===== src/rtl/cp0_exc_sequencer.sv =====
// Owns CP0's single write port: arbitrates mtc0/exception/interrupt/eret at commit and
// expands exception entry and eret into ordered CP0 writes, then a one-cycle flush+redirect.
module cp0_exc_sequencer #(
  parameter int                ADDR_W     = 5,
  parameter int                DATA_W     = 32,
  parameter logic [DATA_W-1:0] EXC_VECTOR = 32'hBFC00380
) (
  input  logic              clk,
  input  logic              rst,
  input  logic              inst_valid,
  input  logic              exc_valid,
  input  logic [4:0]        exc_code,
  input  logic [DATA_W-1:0] exc_pc,
  input  logic [DATA_W-1:0] exc_badvaddr,
  input  logic              exc_delay_slot,
  input  logic              eret_valid,
  input  logic              mtc0_en,
  input  logic [ADDR_W-1:0] mtc0_addr,
  input  logic [DATA_W-1:0] mtc0_data,
  input  logic [DATA_W-1:0] status_in,
  input  logic [DATA_W-1:0] cause_in,
  input  logic [DATA_W-1:0] epc_in,
  output logic              cp0_write_en,
  output logic [ADDR_W-1:0] cp0_write_addr,
  output logic [DATA_W-1:0] cp0_write_data,
  output logic              stall,
  output logic              flush,
  output logic [DATA_W-1:0] redirect_pc
);

  localparam logic [2:0] S_IDLE     = 3'd0;
  localparam logic [2:0] S_W_EPC    = 3'd1;
  localparam logic [2:0] S_W_BADV   = 3'd2;
  localparam logic [2:0] S_W_CAUSE  = 3'd3;
  localparam logic [2:0] S_W_STATUS = 3'd4;
  localparam logic [2:0] S_REDIR    = 3'd5;

  logic [2:0]        state;
  logic [4:0]        code_q;
  logic              bd_q;
  logic              eret_q;
  logic [DATA_W-1:0] epc_q;
  logic [DATA_W-1:0] badv_q;
  logic [DATA_W-1:0] eret_epc_q;

  logic       int_pending;
  logic       take_exc;
  logic [4:0] acc_code;
  logic       acc_badv;
  logic       code_badv;

  always_comb begin
    int_pending = inst_valid & status_in[0] & ~status_in[1] &
                  (|(cause_in[15:10] & status_in[15:10]));
    take_exc    = exc_valid | int_pending;
    acc_code    = exc_valid ? exc_code : 5'd0;
    acc_badv    = (acc_code == 5'd4) || (acc_code == 5'd5);
    code_badv   = (code_q == 5'd4) || (code_q == 5'd5);
  end

  always_ff @(posedge clk) begin
    if (rst) begin
      state      <= S_IDLE;
      code_q     <= '0;
      bd_q       <= 1'b0;
      eret_q     <= 1'b0;
      epc_q      <= '0;
      badv_q     <= '0;
      eret_epc_q <= '0;
    end else begin
      case (state)
        S_IDLE: begin
          if (take_exc || eret_valid) begin
            code_q     <= acc_code;
            bd_q       <= exc_delay_slot;
            epc_q      <= exc_delay_slot ? (exc_pc - DATA_W'(4)) : exc_pc;
            badv_q     <= exc_badvaddr;
            eret_epc_q <= epc_in;
            eret_q     <= ~take_exc;
          end
          // Nested exceptions (EXL already set) must not overwrite EPC.
          if (take_exc) begin
            if (!status_in[1]) state <= S_W_EPC;
            else               state <= acc_badv ? S_W_BADV : S_W_CAUSE;
          end else if (eret_valid) begin
            state <= S_W_STATUS;
          end
        end
        S_W_EPC:    state <= code_badv ? S_W_BADV : S_W_CAUSE;
        S_W_BADV:   state <= S_W_CAUSE;
        S_W_CAUSE:  state <= S_W_STATUS;
        S_W_STATUS: state <= S_REDIR;
        default:    state <= S_IDLE;
      endcase
    end
  end

  always_comb begin
    cp0_write_en   = 1'b0;
    cp0_write_addr = '0;
    cp0_write_data = '0;
    flush          = 1'b0;
    redirect_pc    = '0;
    stall          = (state != S_IDLE);
    case (state)
      S_IDLE: begin
        if (mtc0_en && !take_exc && !eret_valid) begin
          cp0_write_en   = 1'b1;
          cp0_write_addr = mtc0_addr;
          cp0_write_data = mtc0_data;
        end
      end
      S_W_EPC: begin
        cp0_write_en   = 1'b1;
        cp0_write_addr = ADDR_W'(14);
        cp0_write_data = epc_q;
      end
      S_W_BADV: begin
        cp0_write_en   = 1'b1;
        cp0_write_addr = ADDR_W'(8);
        cp0_write_data = badv_q;
      end
      S_W_CAUSE: begin
        cp0_write_en        = 1'b1;
        cp0_write_addr      = ADDR_W'(13);
        cp0_write_data      = cause_in;
        cp0_write_data[31]  = bd_q;
        cp0_write_data[6:2] = code_q;
      end
      S_W_STATUS: begin
        cp0_write_en      = 1'b1;
        cp0_write_addr    = ADDR_W'(12);
        cp0_write_data    = status_in;
        cp0_write_data[1] = ~eret_q;
      end
      S_REDIR: begin
        flush       = 1'b1;
        redirect_pc = eret_q ? eret_epc_q : EXC_VECTOR;
      end
      default: ;
    endcase
  end

endmodule


===== config.mk =====
export PLATFORM = sky130hd
export DESIGN_NAME = cp0_exc_sequencer
export DESIGN_NICKNAME = d
export VERILOG_FILES = /design/src/rtl/cp0_exc_sequencer.sv
export SDC_FILE = /design/constraint.sdc
export NUM_CORES = 1
export LEC_CHECK = 0
export ABC_AREA = 1
export BUFFER_PORTS_ARGS = -buffer_cell sky130_fd_sc_hd__buf_2
export CORE_MARGIN = 4
export CORE_UTILIZATION = 40
export CTS_CLUSTER_DIAMETER = 120
export DETAILED_ROUTE_END_ITERATION = 6
export GPL_ROUTABILITY_DRIVEN = 0
export PLACE_DENSITY = 0.73
export SYNTH_ARGS = -nofsm -noshare
export SYNTH_HDL_FRONTEND = slang
export SYNTH_SLANG_ARGS = --single-unit

===== constraint.sdc =====
create_clock -name clk -period 1.25 [get_ports clk]
set_input_delay 0.1875 -clock clk [delete_from_list [all_inputs] [get_ports clk]]
set_output_delay 0.1875 -clock clk [all_outputs]
set_load 0.01 [all_outputs]

==> results.cfg <==
[setup_path]
cp.required_ns = 1.06
end_kind = output port
worst_ep_arrival_time_ns = 1.91
critical_path_class = reg2out
crit_fanout = 8
r2r_slack_ns = -0.44
cp-start-kind = flip-flop

[timing]
setup_viol = 178
max_freq_mhz = 476
rsz0062_at_grt = true
hold_violations = 0
fin_crit_ns = 2.10
fin_tns_setup_ns = -93.24
relSlewSlack_pct = 60.2
slew_violations = 0
fin_ws_ns = -0.849
fin_skew_ns = 0.0108
post-route-period-util_pct = 168
tightest_slew_ns = 0.591

[pwr]
p_comb_share_pct = 63.1
p_int_mw = 14.0
report.power.total_mw = 24.6
leakage_nw = 5.24
seqPwrFrac_pct = 24.2
clkPwrFrac_pct = 12.6
power_density_nw_per_um2 = 2340
p_sw_share_pct = 43.0
vdd_drop_max_uv = 1220
switchingPower_mw = 10.6

[outcome]
violations = setup timing
status = finished with violations

[finish]
fin_nets = 1586
diodes = 0
drive_above_1_share_pct = 43.7
synthToLayoutAreaGrowth_pct = 70.6
fin_cells = 1569
utilization_pct = 69.3

[routing]
ant_nets = 0
routed_via_density = 5.27
wl_per_cell_um = 17.9
drtIter0Drc = 744
dr_total_vias = 8275
firstDrtPassIters = 5
wirelength_um = 28200
drcViolationCount = 0

[clocking]
clk_transition_reported_paths_ns = 0.08
cts.sinks = 106
cts_tree = done
root_buffer = clkbuf_16
cts_buffers = 9
clk_latency_ns = 0.35
clk_path_buf_depth = 2
htree_num_levels = 3

[die]
core_area_sq_um = 15100
pin_count = 281
dieArea_sq_um = 17400
std_cell_rows = 45
initial_core_util_pct = 40.6
die_y_um = 132
die-width_um = 132

[logic_synthesis]
yosysSeqAreaShare_pct = 34.5
yosysWarnings = 0
synth_top_area_share_pct = 34.5
synth_nets = 1197
synth.avg_cell_area_sq_um = 6.24
yosysUniqueCellTypes = 33
synth.most_common_cell = nor2_1
synth_seq_cells = 106
synth_cells = 987
synth_flop_cell = dfxtp_1
syn_area_sq_um = 6160
synth.area.top_cells = dfxtp_1 34%, nor2_1 17%, nand2_1 10%
synth_edf_count = 0
async_flop_share_pct = 0
synth_top_area_cell = dfxtp_1
synth_common_cells = 285 x nor2_1, 164 x nand2_1, 116 x o21ai_0

[global_routing]
grt_first_pass_wirelength_um = 40800
grt_overflow = 0
gr-usage-met3_pct = 4.77
use_met1_pct = 36.6
grt_pass1_vias = 7792
antenna_found_initial = 0
grt_util_met2_pct = 50.1
grt_max_degree = 39
globalRouteTotalUtil_pct = 29.0
grt.busiest_layer = met2

[job]
cap_viol_max_count = 0

[worst_hold_path]
worstHoldPathType = in2reg

[placed_design]
port_buffers = 274
dp.cells = 1512
hpwl_um = 17700
==> routing by layer <==
metal	routed length [um]	vias to the layer above	share of wire, %
met2	13500	466	48
met3	2570	99	9.1
met4	1130	0	4.0
li1	-	3916	-
met1	10900	3794	39
met5	0	-	0
==> cell usage in the layout, fill, tap and decap left out, types with 3 or more instances in the layout <==
cell type and count:
a21oi_1 5, a21oi_4 5, a221oi_1 7, a221oi_2 22, buf_12 16, buf_16 12, buf_2 261, buf_4 101
buf_6 28, buf_8 4, bufbuf_16 3, clkbuf_16 14, dfxtp_1 103, dfxtp_4 3, inv_1 105, inv_2 5
inv_4 3, nand2_1 159, nand2_2 5, nand2_8 3, nand3_1 15, nand3_2 5, nand4_1 6, nor2_1 258
nor2_2 22, nor2_4 12, o21ai_0 60, o21ai_1 31, o21ai_2 50, o21ai_4 9, o21bai_1 3, xnor2_1 4
xor2_1 13
==> final timing paths <==
check / cells past startpoint / endpoint / start
setup / recovery: 7 / cp0_write_data[11] / state[0]$_SDFFE_PP0P_
hold / removal: 3 / eret_epc_q[24]$_SDFFE_PP0P_ / epc_in[24]
setup reg to reg: 10 / epc_q[8]$_SDFFE_PP0P_ / state[2]$_SDFFE_PP0P_
hold reg to reg: 2 / badv_q[7]$_SDFFE_PP0P_ / badv_q[7]$_SDFFE_PP0P_
==> through the flow <==
stage / setup slack, ns / instance area [sq um] / hold WS (ns)
2_1_floorplan: -0.196 / 6370 / 0.249
3_3_place_gp: -0.587 / 8630 / 0.428
3_5_place_dp: -0.624 / 8630 / 0.431
4_1_cts: -0.786 / 9980 / 0.0709
5_1_grt: -0.902 / 10500 / 0.0784
6_report: -0.849 / 10500 / 0.0699
==> state kept, by name (all words and copies together) (netlist names) <==
name and cells:
epc_q 32, state 3, badv_q 32, eret_q 1, code_q 5, eret_epc_q 32
bd_q 1
==> critical path, stage by stage, from the launching register on <==
cell and delay [ns]:
dfxtp_4 0.38, buf_4 0.15, nand3_2 0.10, inv_2 0.08, buf_4 0.19, a221oi_1 0.43, o21ai_2 0.08, buf_2 0.15
==> power by group through the flow <==
stage / Sequential, mW / Combinational, mW / Clock (mW)
finish: 5.95 / 15.5 / 3.11
global route: 6.07 / 16.4 / 3.23
CTS: 5.82 / 13.5 / 3.08
detailed placement: 5.80 / 9.79 / 0
global placement: 5.74 / 9.65 / 0
floorplan: 5.55 / 6.33 / 0
==> layout make-up <==
class / instances / area [sq um]
fill: 1151 / 4640
multi-input combinational: 712 / 4030
timing repair buffer: 430 / 3310
sequential: 106 / 2130
inverter: 116 / 470
tap: 188 / 235
clock buffer: 10 / 229
clock inverter: 6 / 88.8
timing repair inverter: 1 / 6.26
==> logic make-up after synthesis <==
family                   count (synthesis)  share of synthesized area, %
AND/OR/NAND/NOR                        492                          32.0
AO/OA/AOI/OAI                          201                          18.6
buffers and inverters                  170                          12.3
flip-flops                             106                          34.5
XOR/XNOR                                17                          2.42
adder cells (fa/ha/maj)                  1                         0.203
==> timing repair <==
| action | CTS | global route |
|---|---|---|
| endpoints found under the setup margin | 176 | 178 |
| cloned | 16 | 5 |
| resized for setup | 128 | 122 |
| buffers inserted | 15 | 8 |
| hold buffers | 0 | 0 |
| hold endpoints to repair | 0 | 0 |
| pin swaps | 7 | 11 |
No activity file was read; power rests on OpenSTA's default activity.
